--- src/rtl/btn_pkg.sv ---
// btn_pkg: shared state encoding, default timing constants (100 MHz board clock)
// and counter sizing helper for the button debouncer.
package btn_pkg;

    typedef enum logic [1:0] {
        ST_IDLE         = 2'd0,
        ST_PRESS_WAIT   = 2'd1,
        ST_PRESSED      = 2'd2,
        ST_RELEASE_WAIT = 2'd3
    } btn_state_e;

    // 10 ms debounce, 500 ms first repeat, 100 ms repeat period at 100 MHz
    localparam int unsigned DEF_N_BTN           = 3;
    localparam int unsigned DEF_DEBOUNCE_CYCLES = 1000000;
    localparam int unsigned DEF_REPEAT_DELAY    = 50000000;
    localparam int unsigned DEF_REPEAT_PERIOD   = 10000000;

    function automatic int unsigned cnt_width(input int unsigned max_val);
        return $clog2(max_val + 1);
    endfunction

endpackage

--- src/rtl/btn_debounce_ch.sv ---
// btn_debounce_ch: one button channel (2-flop synchroniser, debounce FSM, counters).
// Auto-repeat while held is built only when BTN_AUTOREPEAT_EN is defined.
module btn_debounce_ch
    import btn_pkg::*;
#(
    parameter int unsigned DEBOUNCE_CYCLES = DEF_DEBOUNCE_CYCLES,
    parameter int unsigned REPEAT_DELAY    = DEF_REPEAT_DELAY,
    parameter int unsigned REPEAT_PERIOD   = DEF_REPEAT_PERIOD
) (
    input  logic i_clock,
    input  logic i_reset,
    input  logic i_raw,
    output logic o_pulse,
    output logic o_level
);

    localparam int unsigned       CNT_W   = cnt_width(DEBOUNCE_CYCLES);
    localparam logic [CNT_W-1:0] CNT_MAX = CNT_W'(DEBOUNCE_CYCLES);
    localparam logic [CNT_W-1:0] CNT_ONE = CNT_W'(1);

    logic [1:0]       sync_q, sync_d;
    logic             sync_s;
    btn_state_e       state_q, state_d;
    logic [CNT_W-1:0] cnt_q, cnt_d, cnt_inc;
    logic             pulse_q, pulse_d;
    logic             level_q, level_d;
    logic             rep_fire;

    assign sync_s  = sync_q[1];
    assign o_pulse = pulse_q;
    assign o_level = level_q;

`ifdef BTN_AUTOREPEAT_EN
    localparam int unsigned HOLD_MAX = (REPEAT_DELAY > REPEAT_PERIOD) ? REPEAT_DELAY : REPEAT_PERIOD;
    localparam int unsigned HOLD_W   = cnt_width(HOLD_MAX);

    logic [HOLD_W-1:0] hold_q, hold_d, hold_inc, hold_target;
    logic              rep_q, rep_d;

    // Hold counter only advances while staying in PRESSED; any other cycle clears it,
    // so a release bounce restarts the initial delay rather than the period.
    always_comb begin
        hold_inc    = hold_q + HOLD_W'(1);
        hold_target = rep_q ? HOLD_W'(REPEAT_PERIOD) : HOLD_W'(REPEAT_DELAY);
        hold_d      = '0;
        rep_d       = 1'b0;
        rep_fire    = 1'b0;
        if (state_q == ST_PRESSED && sync_s) begin
            hold_d = hold_inc;
            rep_d  = rep_q;
            if (hold_inc == hold_target) begin
                rep_fire = 1'b1;
                hold_d   = '0;
                rep_d    = 1'b1;
            end
        end
    end

    always_ff @(posedge i_clock or negedge i_reset) begin
        if (!i_reset) begin
            hold_q <= '0;
            rep_q  <= 1'b0;
        end else begin
            hold_q <= hold_d;
            rep_q  <= rep_d;
        end
    end
`else
    logic unused_repeat_cfg;

    always_comb begin
        rep_fire          = 1'b0;
        unused_repeat_cfg = (REPEAT_DELAY != REPEAT_PERIOD);
    end
`endif

    always_comb begin
        sync_d  = {sync_q[0], i_raw};
        cnt_inc = (cnt_q == CNT_MAX) ? cnt_q : cnt_q + CNT_ONE;
        state_d = state_q;
        cnt_d   = cnt_q;
        pulse_d = 1'b0;
        level_d = level_q;
        case (state_q)
            ST_IDLE: begin
                if (sync_s) begin
                    state_d = ST_PRESS_WAIT;
                    cnt_d   = CNT_ONE;
                end
            end
            ST_PRESS_WAIT: begin
                if (sync_s) begin
                    cnt_d = cnt_inc;
                    if (cnt_inc == CNT_MAX) begin
                        state_d = ST_PRESSED;
                        cnt_d   = '0;
                        pulse_d = 1'b1;
                        level_d = 1'b1;
                    end
                end else begin
                    state_d = ST_IDLE;
                    cnt_d   = '0;
                end
            end
            ST_PRESSED: begin
                if (sync_s) begin
                    pulse_d = rep_fire;
                end else begin
                    state_d = ST_RELEASE_WAIT;
                    cnt_d   = CNT_ONE;
                end
            end
            ST_RELEASE_WAIT: begin
                if (!sync_s) begin
                    cnt_d = cnt_inc;
                    if (cnt_inc == CNT_MAX) begin
                        state_d = ST_IDLE;
                        cnt_d   = '0;
                        level_d = 1'b0;
                    end
                end else begin
                    // bounce back to high is still the same press: no pulse
                    state_d = ST_PRESSED;
                    cnt_d   = '0;
                end
            end
            default: begin
                state_d = ST_IDLE;
                cnt_d   = '0;
                level_d = 1'b0;
            end
        endcase
    end

    always_ff @(posedge i_clock or negedge i_reset) begin
        if (!i_reset) begin
            sync_q  <= '0;
            state_q <= ST_IDLE;
            cnt_q   <= '0;
            pulse_q <= 1'b0;
            level_q <= 1'b0;
        end else begin
            sync_q  <= sync_d;
            state_q <= state_d;
            cnt_q   <= cnt_d;
            pulse_q <= pulse_d;
            level_q <= level_d;
        end
    end

endmodule

--- src/rtl/btn_debounce.sv ---
// btn_debounce: N_BTN independent debounced push-buttons, one clean pulse per press.
// Define BTN_AUTOREPEAT_EN to add hold-to-repeat pulses on every channel.
module btn_debounce
    import btn_pkg::*;
#(
    parameter int unsigned N_BTN           = DEF_N_BTN,
    parameter int unsigned DEBOUNCE_CYCLES = DEF_DEBOUNCE_CYCLES,
    parameter int unsigned REPEAT_DELAY    = DEF_REPEAT_DELAY,
    parameter int unsigned REPEAT_PERIOD   = DEF_REPEAT_PERIOD
) (
    input  logic             i_clock,
    input  logic             i_reset,
    input  logic [N_BTN-1:0] i_btn_raw,
    output logic [N_BTN-1:0] o_btn_pulse,
    output logic [N_BTN-1:0] o_btn_level
);

    for (genvar i = 0; i < N_BTN; i++) begin : g_ch
        btn_debounce_ch #(
            .DEBOUNCE_CYCLES(DEBOUNCE_CYCLES),
            .REPEAT_DELAY   (REPEAT_DELAY),
            .REPEAT_PERIOD  (REPEAT_PERIOD)
        ) u_ch (
            .i_clock(i_clock),
            .i_reset(i_reset),
            .i_raw  (i_btn_raw[i]),
            .o_pulse(o_btn_pulse[i]),
            .o_level(o_btn_level[i])
        );
    end

endmodule

--- config.mk ---
export PLATFORM = sky130hd
export DESIGN_NAME = btn_debounce
export DESIGN_NICKNAME = d
export VERILOG_FILES = /design/src/rtl/btn_pkg.sv /design/src/rtl/btn_debounce_ch.sv /design/src/rtl/btn_debounce.sv
export SDC_FILE = /design/constraint.sdc
export NUM_CORES = 1
export LEC_CHECK = 0
export BUFFER_PORTS_ARGS = -buffer_cell sky130_fd_sc_hd__clkbuf_2
export CAP_MARGIN = 20
export CORE_MARGIN = 1
export CORE_UTILIZATION = 55
export DETAILED_ROUTE_END_ITERATION = 10
export PLACE_DENSITY = 0.75
export SKIP_CTS_REPAIR_TIMING = 1
export SLEW_MARGIN = 40
export SYNTH_ARGS = -nofsm -noshare
export SYNTH_HDL_FRONTEND = slang
export SYNTH_HIERARCHICAL = 1
export SYNTH_SLANG_ARGS = --single-unit
--- constraint.sdc ---
create_clock -name i_clock -period 3.05 [get_ports i_clock]
set_input_delay 0.305 -clock i_clock [delete_from_list [all_inputs] [get_ports i_clock]]
set_output_delay 0.305 -clock i_clock [all_outputs]
set_load 0.02 [all_outputs]
After elaboration in Yosys (flattened, before gate mapping)
Index checks and enable logic that the tools add are counted.

operators by class
  $add $sub $neg = 3
  muxes and demuxes = 66
  reductions and logical operators = 15
  eq/ne operators = 39

operators by type and width
  kind                                                                     number
  20-bit two-way mux                                                       18
  20-bit case mux with 4 select lines                                      3
  20-bit equality test, second input constant                              6
  20-bit by 1-bit adder with 20-bit output, second input constant          3
  2-bit two-way mux                                                        18
  2-bit by 1-bit inequality test with 1-bit output, second input constant  12
  2-bit case mux with 4 select lines                                       3
  1-bit two-way mux                                                        21
  5-bit AND reduction                                                      3
  2-bit equality test, second input constant                               6
  2-bit inequality test, second input constant                             6
  4-bit AND reduction                                                      3
  3-bit by 1-bit inequality test with 1-bit output, second input constant  3
  3-bit inequality test, second input constant                             3
  2-bit by 1-bit equality test with 1-bit output, second input constant    3
  2-bit logical NOT                                                        3
  1-bit case mux with 2 select lines                                       3
  2-bit AND reduction                                                      3
  2-bit nonzero test                                                       3

storage, ports and cells
  register bits after elaboration = 78
  word-level logic and storage cells = 138
  bits of input ports = 5
  output and inout bits = 6

Logic depth before layout (Yosys ltp)
Gate-level depths: netlist of run 1.

  depth after elaboration = 6
  gate-level depth with buffers = 11
  gate-level depth less buffers = 9

Hierarchy
The synthesis of run 1 kept the hierarchy.

by module, submodules not included
  module                           cells each  times used  area an instance (um2)
  btn_debounce_ch at g_ch[2].u_ch  216         1           1908.1
  btn_debounce_ch at g_ch[1].u_ch  215         1           1878.1
  btn_debounce_ch at g_ch[0].u_ch  212         1           1843.0

Worst setup path after synthesis of run 1
OpenSTA, ideal clock, no wires.

  path kind = flip-flop to flip-flop
  start = register g_ch[2].u_ch.cnt_q[0]
  end = register g_ch[2].u_ch.level_q
  clock period less this slack = 2.663 ns
  data arrival time = 2.539 ns
  stages on the path, launching flop included = 9
  slack = 0.387 ns
  required time = 2.926 ns
  buffers on the path = 0
  cell sequence = dfrtp_1 -> ha_1 -> nand2_1 -> or4_4 -> o32ai_2 -> o2bb2ai_1 -> or4_4 -> or2_0 -> a211o_1

between the ends
  word-level cells in the longest chain between the ends = 5
  elaborated cells between the ends (all ways) = 7
  those cells by class = 1 x add/sub; 4 x eq/ne; 1 x mux; 1 x reduce/logical

RTL lines
  what                                                                                     line                                           source
  start: declaration                                                                       btn_debounce_ch.sv:24                          logic [CNT_W-1:0] cnt_q, cnt_d, cnt_inc;
  start signal: assignment                                                                 btn_debounce_ch.sv:145                         cnt_q <= cnt_d;
  20-bit by 1-bit adder with 20-bit output / 20-bit equality test (equally long branches)  btn_debounce_ch.sv:79                          cnt_inc = (cnt_q == CNT_MAX) ? cnt_q : cnt_q + CNT_ONE;
  20-bit two-way mux *                                                                     btn_debounce_ch.sv:79
  20-bit equality test *                                                                   btn_debounce_ch.sv:94, btn_debounce_ch.sv:116
  2-bit by 1-bit inequality test with 1-bit output (no source line)                        --
  5-bit AND reduction (no source line) *                                                   --
  end signal: assignment                                                                   btn_debounce_ch.sv:147                         level_q <= level_d;
  end: declaration                                                                         btn_debounce_ch.sv:26                          logic level_q, level_d;

Mark *: on every way between the ends. The rest lies on a longest branch, timed or not.
A chain may end at the register's enable or synchronous reset.

==> results of run 1 <==
sequential cells by signal, indices dropped and copies added (netlist names), named ones only:
name / cells
g_ch.u_ch/o_pulse: 3
g_ch.u_ch/cnt_q: 60
g_ch.u_ch/state_q: 3
g_ch.u_ch/o_level: 3
g_ch.u_ch/sync_q: 6
stage by stage:
step | setup TNS (ns) | util (%)
after detailed placement | 0 | 57.8
final | 0 | 60.4
after floorplan | 0 | -
after global routing | 0 | 60.4
after CTS | -0.0333 | 60.0
after global placement | 0 | 57.7
cells in the mapped netlist (10+ instances only):
| library cell | count | area (um2) |
|---|---|---|
| a21oi_1 | 17 | 85.1 |
| a31oi_1 | 17 | 106 |
| buf_2 | 10 | 50.1 |
| buf_6 | 10 | 113 |
| clkbuf_1 | 16 | 60.1 |
| dfrtp_1 | 78 | 1950 |
| inv_1 | 22 | 82.6 |
| nand2_1 | 66 | 248 |
| nand3_1 | 33 | 165 |
| nand4_1 | 18 | 113 |
| nor2_1 | 33 | 124 |
| nor3_1 | 22 | 110 |
| nor4_1 | 15 | 93.8 |
| o21ai_0 | 41 | 205 |
| o31ai_1 | 16 | 120 |
| or3_1 | 17 | 106 |
critical path, stage by stage, from the launching register on:
cell and delay [ns]:
dfrtp_1 0.51, ha_1 0.27, nand3_1 0.13, buf_4 0.19, nor4_1 0.44, xnor2_1 0.18
a211oi_2 0.24, and4b_4 0.39, nand3_2 0.14, mux2_4 0.33
area by class of cell:
type | count | area (um2) | share of cell area [%]
Timing Repair Buffer | 38 | 267 | 4.47
Clock buffer | 10 | 128 | 2.14
Inverter | 22 | 82.6 | 1.39
Tap cell | 133 | 166 | 2.79
Sequential cell | 78 | 1950 | 32.8
Clock inverter | 6 | 86.3 | 1.45
Multi-Input combinational cell | 493 | 3270 | 55.0
power groups by stage:
stage | registers [mW] | clock network (mW) | logic [mW]
after global placement | 1.10 | 0 | 0.167
after global routing | 1.08 | 0.913 | 0.197
final | 1.08 | 0.868 | 0.176
after CTS | 1.08 | 0.886 | 0.174
after floorplan | 1.09 | 0 | 0.123
after detailed placement | 1.10 | 0 | 0.173
kinds of logic (layout without fill, tap and decap cells):
family	Yosys count	in the layout	share of synthesized area, %
AOI/OAI and AO/OA	165	165	20.7
xor gates and xnor gates	17	17	2.65
adders and majority gates	6	6	1.33
buffers and inverters	72	76	7.91
DFF	78	78	34.7
muxes	4	4	0.911
and+or+nand+nor	301	301	31.8
routing by layer:
metal / vias up / global-route usage, % / part of all wire [%]
met2: 206 / 44.2 / 47
met3: 29 / 3.32 / 6.0
met4: 0 / 10.8 / 1.8
met5: - / 0 / 0
met1: 2460 / 37.8 / 45
li1: 2420 / - / -
how the worst min path moves through the flow:
stage	from	to
after floorplan	i_reset	async pin
after global placement	g_ch[1].u_ch/sync_q[0]$_DFF_PN0_	g_ch[1].u_ch/sync_q[1]$_DFF_PN0_
after detailed placement	g_ch[1].u_ch/sync_q[0]$_DFF_PN0_	g_ch[1].u_ch/sync_q[1]$_DFF_PN0_
after CTS	i_reset	g_ch[0].u_ch/cnt_q[3]$_DFFE_PN0P_
after global routing	i_btn_raw[2]	g_ch[2].u_ch/sync_q[0]$_DFF_PN0_
final	i_reset	g_ch[1].u_ch/cnt_q[10]$_DFFE_PN0P_
==> key figures, run 1 <==
Floorplan
  – Die Span Y: 103 um
  – CORE AREA: 9860 um2
  – # IOs: 11
  – Die ar.: 10600 um2
  – Die W: 103 um
  – Initial Utilization: 57.1%
  – Row cnt: 36

Outcome
  – Outcome: finished, violations left
  – Failing checks: hold timing

Pwr
  – PD cells: 356 nW/um2
  – LEAKAGE: 2.35 nW
  – Worst IR drop on VDD: 0.000347 V
  – Sw Pwr: 0.558 mW
  – Total power: 2.12 mW
  – Clock group share of total power: 40.9%
  – Sw frac: 26.3%
  – Logic pwr share: 8.3%
  – Sequential share of power: 50.8%
  – Int Pwr: 1.56 mW

Synthesis
  – Sequential area share after synthesis: 34.7%
  – Yosys warns: 6
  – Syn Std Cell Area: 5630 um2
  – Number of flops mapped to enable cells by yosys: 0
  – Syn avg cell area: 8.75 um2
  – Fraction of registers with async set/reset: 100%
  – Post-Syn Nets: 654
  – Mapped Cells: 643
  – Post-synthesis sequential element count: 78
  – Main synth FF type: dfrtp_1
  – Netlist cell types: 91

STA
  – Count of final hold-check violations: 31
  – Unrepaired setup endpoints after global routing: no
  – Worst clock skew: 0.0114 ns
  – Fin crit share: 96.6%
  – Slew HR: 48.9%
  – Final worst slack: 0.103 ns
  – Setup violators final: 0
  – Max Slew Vio Count: 0
  – Post-layout minimum cycle time: 2.95 ns
  – Least-Margin Pin Slew: 0.765 ns
  – Fmax achieved: 339 MHz
  – Worst hold slack: -0.0500 ns

GRT
  – Total gr overflow: 0
  – First-pass GRT wire length: 22800 um
  – Largest net degree at the start of global routing: 79
  – Vias in the first global route: 4677
  – All-Layer GR Usage: 27.5%
  – Initial antenna violation count: 0

Cells and area
  – Most frequent cells in the layout: 77 x dfrtp_1, 66 x nand2_1, 41 x o21ai_0, 32 x nand3_1, 31 x nor2_1
  – Fin cells: 780
  – Commonest non-fill, non-tap cell in the layout: dfrtp_1
  – Design area: 5960 um2
  – Inserted Diodes: 0
  – Filler Cell Count: 805
  – Final net count: 653
  – Area Growth Syn to Fin: 5.82%
  – Share of cells above drive strength 1: 17.8%

Critical path
  – Critical Path Start Type: register
  – Worst EP required: 3.30 ns
  – Crit path DAT: 3.19 ns
  – Worst reg2reg startpoint: g_ch[0].u_ch/cnt_q[0]$_DFFE_PN0P_
  – Crit Path Class: register to register
  – Setup crit start: g_ch[0].u_ch/cnt_q[0]$_DFFE_PN0P_
  – Critical Path End Type: register
  – R2R depth: 9
  – R2R setup slack: 0.10 ns
  – CP Max Fanout: 12

Placed design
  – DP Area: 5700 um2
  – Routability congestion estimate: 0.943
  – Placed Cells: 764
  – IO buf count: 10
  – DP Wirelength: 9570 um
  – Setup WS pre-CTS: 0.171 ns

CTS
  – CTS max path bufs: 2
  – Clock sinks: 78
  – H-tree Lvls: 3
  – TritonCTS Buffers: 9
  – Clock Latency Late Sink: 0.36 ns
  – CTS tree: built
  – CTS Root Cell: clkbuf_8
  – Clk slew on worst S/H paths: 0.09 ns

Flow run
  – Maxcap violations: 0

Min path
  – Hold crit path type: primary input to async pin

Detailed routing
  – Wirelength per Cell: 17.9 um
  – Antenna viol nets, final: 0
  – Detailed-route via count: 5115
  – DRC: 0
  – 1st-iter DRT viols: 335
  – Drt total wl: 13900 um
  – Vias/cell: 6.56
  – Detailed Routing Iterations Pass 1: 5
Power figures use the tool's default switching activity.
==> run 2: changes to the inputs <==
--- a/config.mk
+++ b/config.mk
@@ -11,6 +11,7 @@
 export CORE_UTILIZATION = 55
 export DETAILED_ROUTE_END_ITERATION = 10
 export PLACE_DENSITY = 0.75
+export REMOVE_ABC_BUFFERS = 1
 export SKIP_CTS_REPAIR_TIMING = 1
 export SLEW_MARGIN = 40
 export SYNTH_ARGS = -nofsm -noshare
==> run 2 against run 1 <==
The flow still finishes with violations (hold timing). Global-route usage shrank 0.29 points. Sequential share of layout area up 0.055 points. Count of clock-buffer cells in the layout up 1.
==> key figures, run 2 (synthesis results as in run 1) <==
Critical path
  – Reg-to-Reg End: g_ch[2].u_ch/o_level$_DFFE_PN0P_
  – CP Max Fanout: 11 (-1)
  – Critical Path End Type: register
  – Crit Path Class: register to register
  – Worst reg2reg startpoint: g_ch[2].u_ch/cnt_q[4]$_DFFE_PN0P_
  – Critical Path Start Type: register
  – R2R depth: 7 (-2)
  – Crit path DAT: 3.14 ns (-0.05 ns)
  – R2R setup slack: 0.15 ns (+0.05 ns)
  – Worst EP required: 3.30 ns (about the same)

GRT
  – Initial antenna violation count: 0 (unchanged)
  – Total gr overflow: 0 (unchanged)
  – First-pass GRT wire length: 22700 um (-0.27%)
  – Vias in the first global route: 4924 (+5.3%)
  – All-Layer GR Usage: 27.2% (-0.29 points)
  – Largest net degree at the start of global routing: 79 (unchanged)

Detailed routing
  – DRC: 0 (unchanged)
  – Detailed Routing Iterations Pass 1: 5 (unchanged)
  – Vias/cell: 6.60 (+0.62%)
  – Wirelength per Cell: 17.3 um (-3.3%)
  – Drt total wl: 13600 um (-2.8%)
  – 1st-iter DRT viols: 358 (+6.9%)
  – Antenna viol nets, final: 0 (unchanged)
  – Detailed-route via count: 5173 (+1.1%)

Cells and area
  – Filler Cell Count: 861 (+7.0%)
  – Inserted Diodes: 0 (unchanged)
  – Max reg flops: 60 (unchanged)
  – Final net count: 657 (+0.61%)
  – Fin cells: 784 (+0.51%)
  – Largest Register: g_ch.u_ch/cnt_q
  – Commonest non-fill, non-tap cell in the layout: dfrtp_1
  – Share of cells above drive strength 1: 17.4% (-0.42 points)
  – Largest registers: g_ch.u_ch/cnt_q x60, g_ch.u_ch/sync_q x6
  – Most frequent cells in the layout: 78 x dfrtp_1, 65 x nand2_1, 41 x o21ai_0, 33 x nand3_1
  – Area Growth Syn to Fin: 5.58%

Placed design
  – IO buf count: 10 (unchanged)
  – DP Wirelength: 9340 um (-2.4%)
  – Routability congestion estimate: 0.962 (+1.9%)
  – Setup WS pre-CTS: 0.132 ns (-0.0390 ns)
  – Placed Cells: 768 (+0.52%)

CTS
  – Clk slew on worst S/H paths: 0.08 ns (about the same)
  – CTS tree: built
  – H-tree Lvls: 3 (unchanged)
  – CTS Root Cell: clkbuf_8
  – Clock Latency Late Sink: 0.35 ns (about the same)
  – TritonCTS Buffers: 9 (unchanged)
  – CTS max path bufs: 2 (unchanged)
  – Clock sinks: 78 (unchanged)

Min path
  – Hold crit path type: primary input to async pin

STA
  – Slew HR: 50.8% (+1.9 points)
  – Worst hold slack: -0.0268 ns (+0.0232 ns)
  – Max Slew Vio Count: 0 (unchanged)
  – Worst clock skew: 0.00707 ns (-0.00435 ns)
  – Setup tns final: 0 ns (unchanged)
  – Count of final hold-check violations: 48 (+55%)
  – Fmax achieved: 345 MHz (+1.7%)
  – Unrepaired setup endpoints after global routing: no
  – Post-layout minimum cycle time: 2.90 ns (-0.0486 ns)
  – Setup violators final: 0 (unchanged)
  – Fin crit share: 95.0% (-1.6 points)
  – Final worst slack: 0.152 ns (+0.0486 ns)
  – Least-Margin Pin Slew: 0.736 ns (-0.0296 ns)

Pwr
  – Total power: 2.01 mW (-5.4%)
  – LEAKAGE: 2.36 nW (+0.50%)
  – Worst IR drop on VDD: 0.000270 V (-22%)
  – PD cells: 338 nW/um2 (-5.2%)

Floorplan
  – Initial Utilization: 57.1% (unchanged)
  – Die Span Y: 103 um (unchanged)
  – Die ar.: 10600 um2 (unchanged)
  – Row cnt: 36 (unchanged)
  – CORE AREA: 9860 um2 (unchanged)
  – Die W: 103 um (unchanged)
  – # IOs: 11 (unchanged)

Flow run
  – Maxcap violations: 0 (unchanged)

Outcome
  – Outcome: finished, violations left
  – Failing checks: hold timing
## run 2: worst max path at each step
stage	startpoint	to	slack, ns	cells past startpoint
floorplan	g_ch[1].u_ch/cnt_q[2]$_DFFE_PN0P_	g_ch[1].u_ch/o_level$_DFFE_PN0P_	0.27	7
global placement	g_ch[2].u_ch/cnt_q[0]$_DFFE_PN0P_	g_ch[2].u_ch/o_level$_DFFE_PN0P_	0.24	8
detailed placement	g_ch[1].u_ch/cnt_q[3]$_DFFE_PN0P_	g_ch[1].u_ch/o_level$_DFFE_PN0P_	0.13	8
CTS	g_ch[1].u_ch/cnt_q[4]$_DFFE_PN0P_	g_ch[1].u_ch/o_level$_DFFE_PN0P_	0.09	8
global route	g_ch[2].u_ch/cnt_q[0]$_DFFE_PN0P_	g_ch[2].u_ch/cnt_q[14]$_DFFE_PN0P_	0.007	8
finish	g_ch[2].u_ch/cnt_q[4]$_DFFE_PN0P_	g_ch[2].u_ch/o_level$_DFFE_PN0P_	0.15	7
## run 2: per-stage QoR
| stage | util [%] | area (um2) |
|---|---|---|
| 2_1_floorplan | - | 5270 |
| 3_3_place_gp | 58.0 | 5730 |
| 3_5_place_dp | 58.1 | 5730 |
| 4_1_cts | 59.9 | 5910 |
| 5_1_grt | 60.2 | 5940 |
| 6_report | 60.2 | 5940 |
## run 2: final cells by class
cell class / count / area (um2) / area share (%)
multi-input cells: 493 / 3260 / 54.9
flip-flops and latches: 78 / 1950 / 32.8
repair buffers: 42 / 297 / 4.99
well taps: 133 / 166 / 2.80
clock buffers: 11 / 131 / 2.21
inverters: 22 / 82.6 / 1.39
clock inverters: 5 / 50.0 / 0.842
## run 2: worst max-delay path, cell delays in order (launching register included)
cell       delay, ns
dfrtp_1         0.55
nand3_4         0.20
nor4_1          0.49
a2bb2oi_1       0.34
o211ai_1        0.17
or4_4           0.52
or2_0           0.22
a211o_1         0.30
## run 2: power by group
part	total, mW	switching [mW]	internal (mW)
Combinational	0.177	0.124	0.0535
Clock	0.752	0.379	0.373
Sequential	1.08	0.0266	1.05
## run 2: routing by layer
metal | track usage [%] | vias up | wire [um]
met5 | 0 | - | 0
met4 | 11.4 | 0 | 240
met3 | 5.15 | 35 | 1020
met2 | 43.1 | 243 | 6230
met1 | 36.6 | 2452 | 6070
li1 | - | 2443 | -
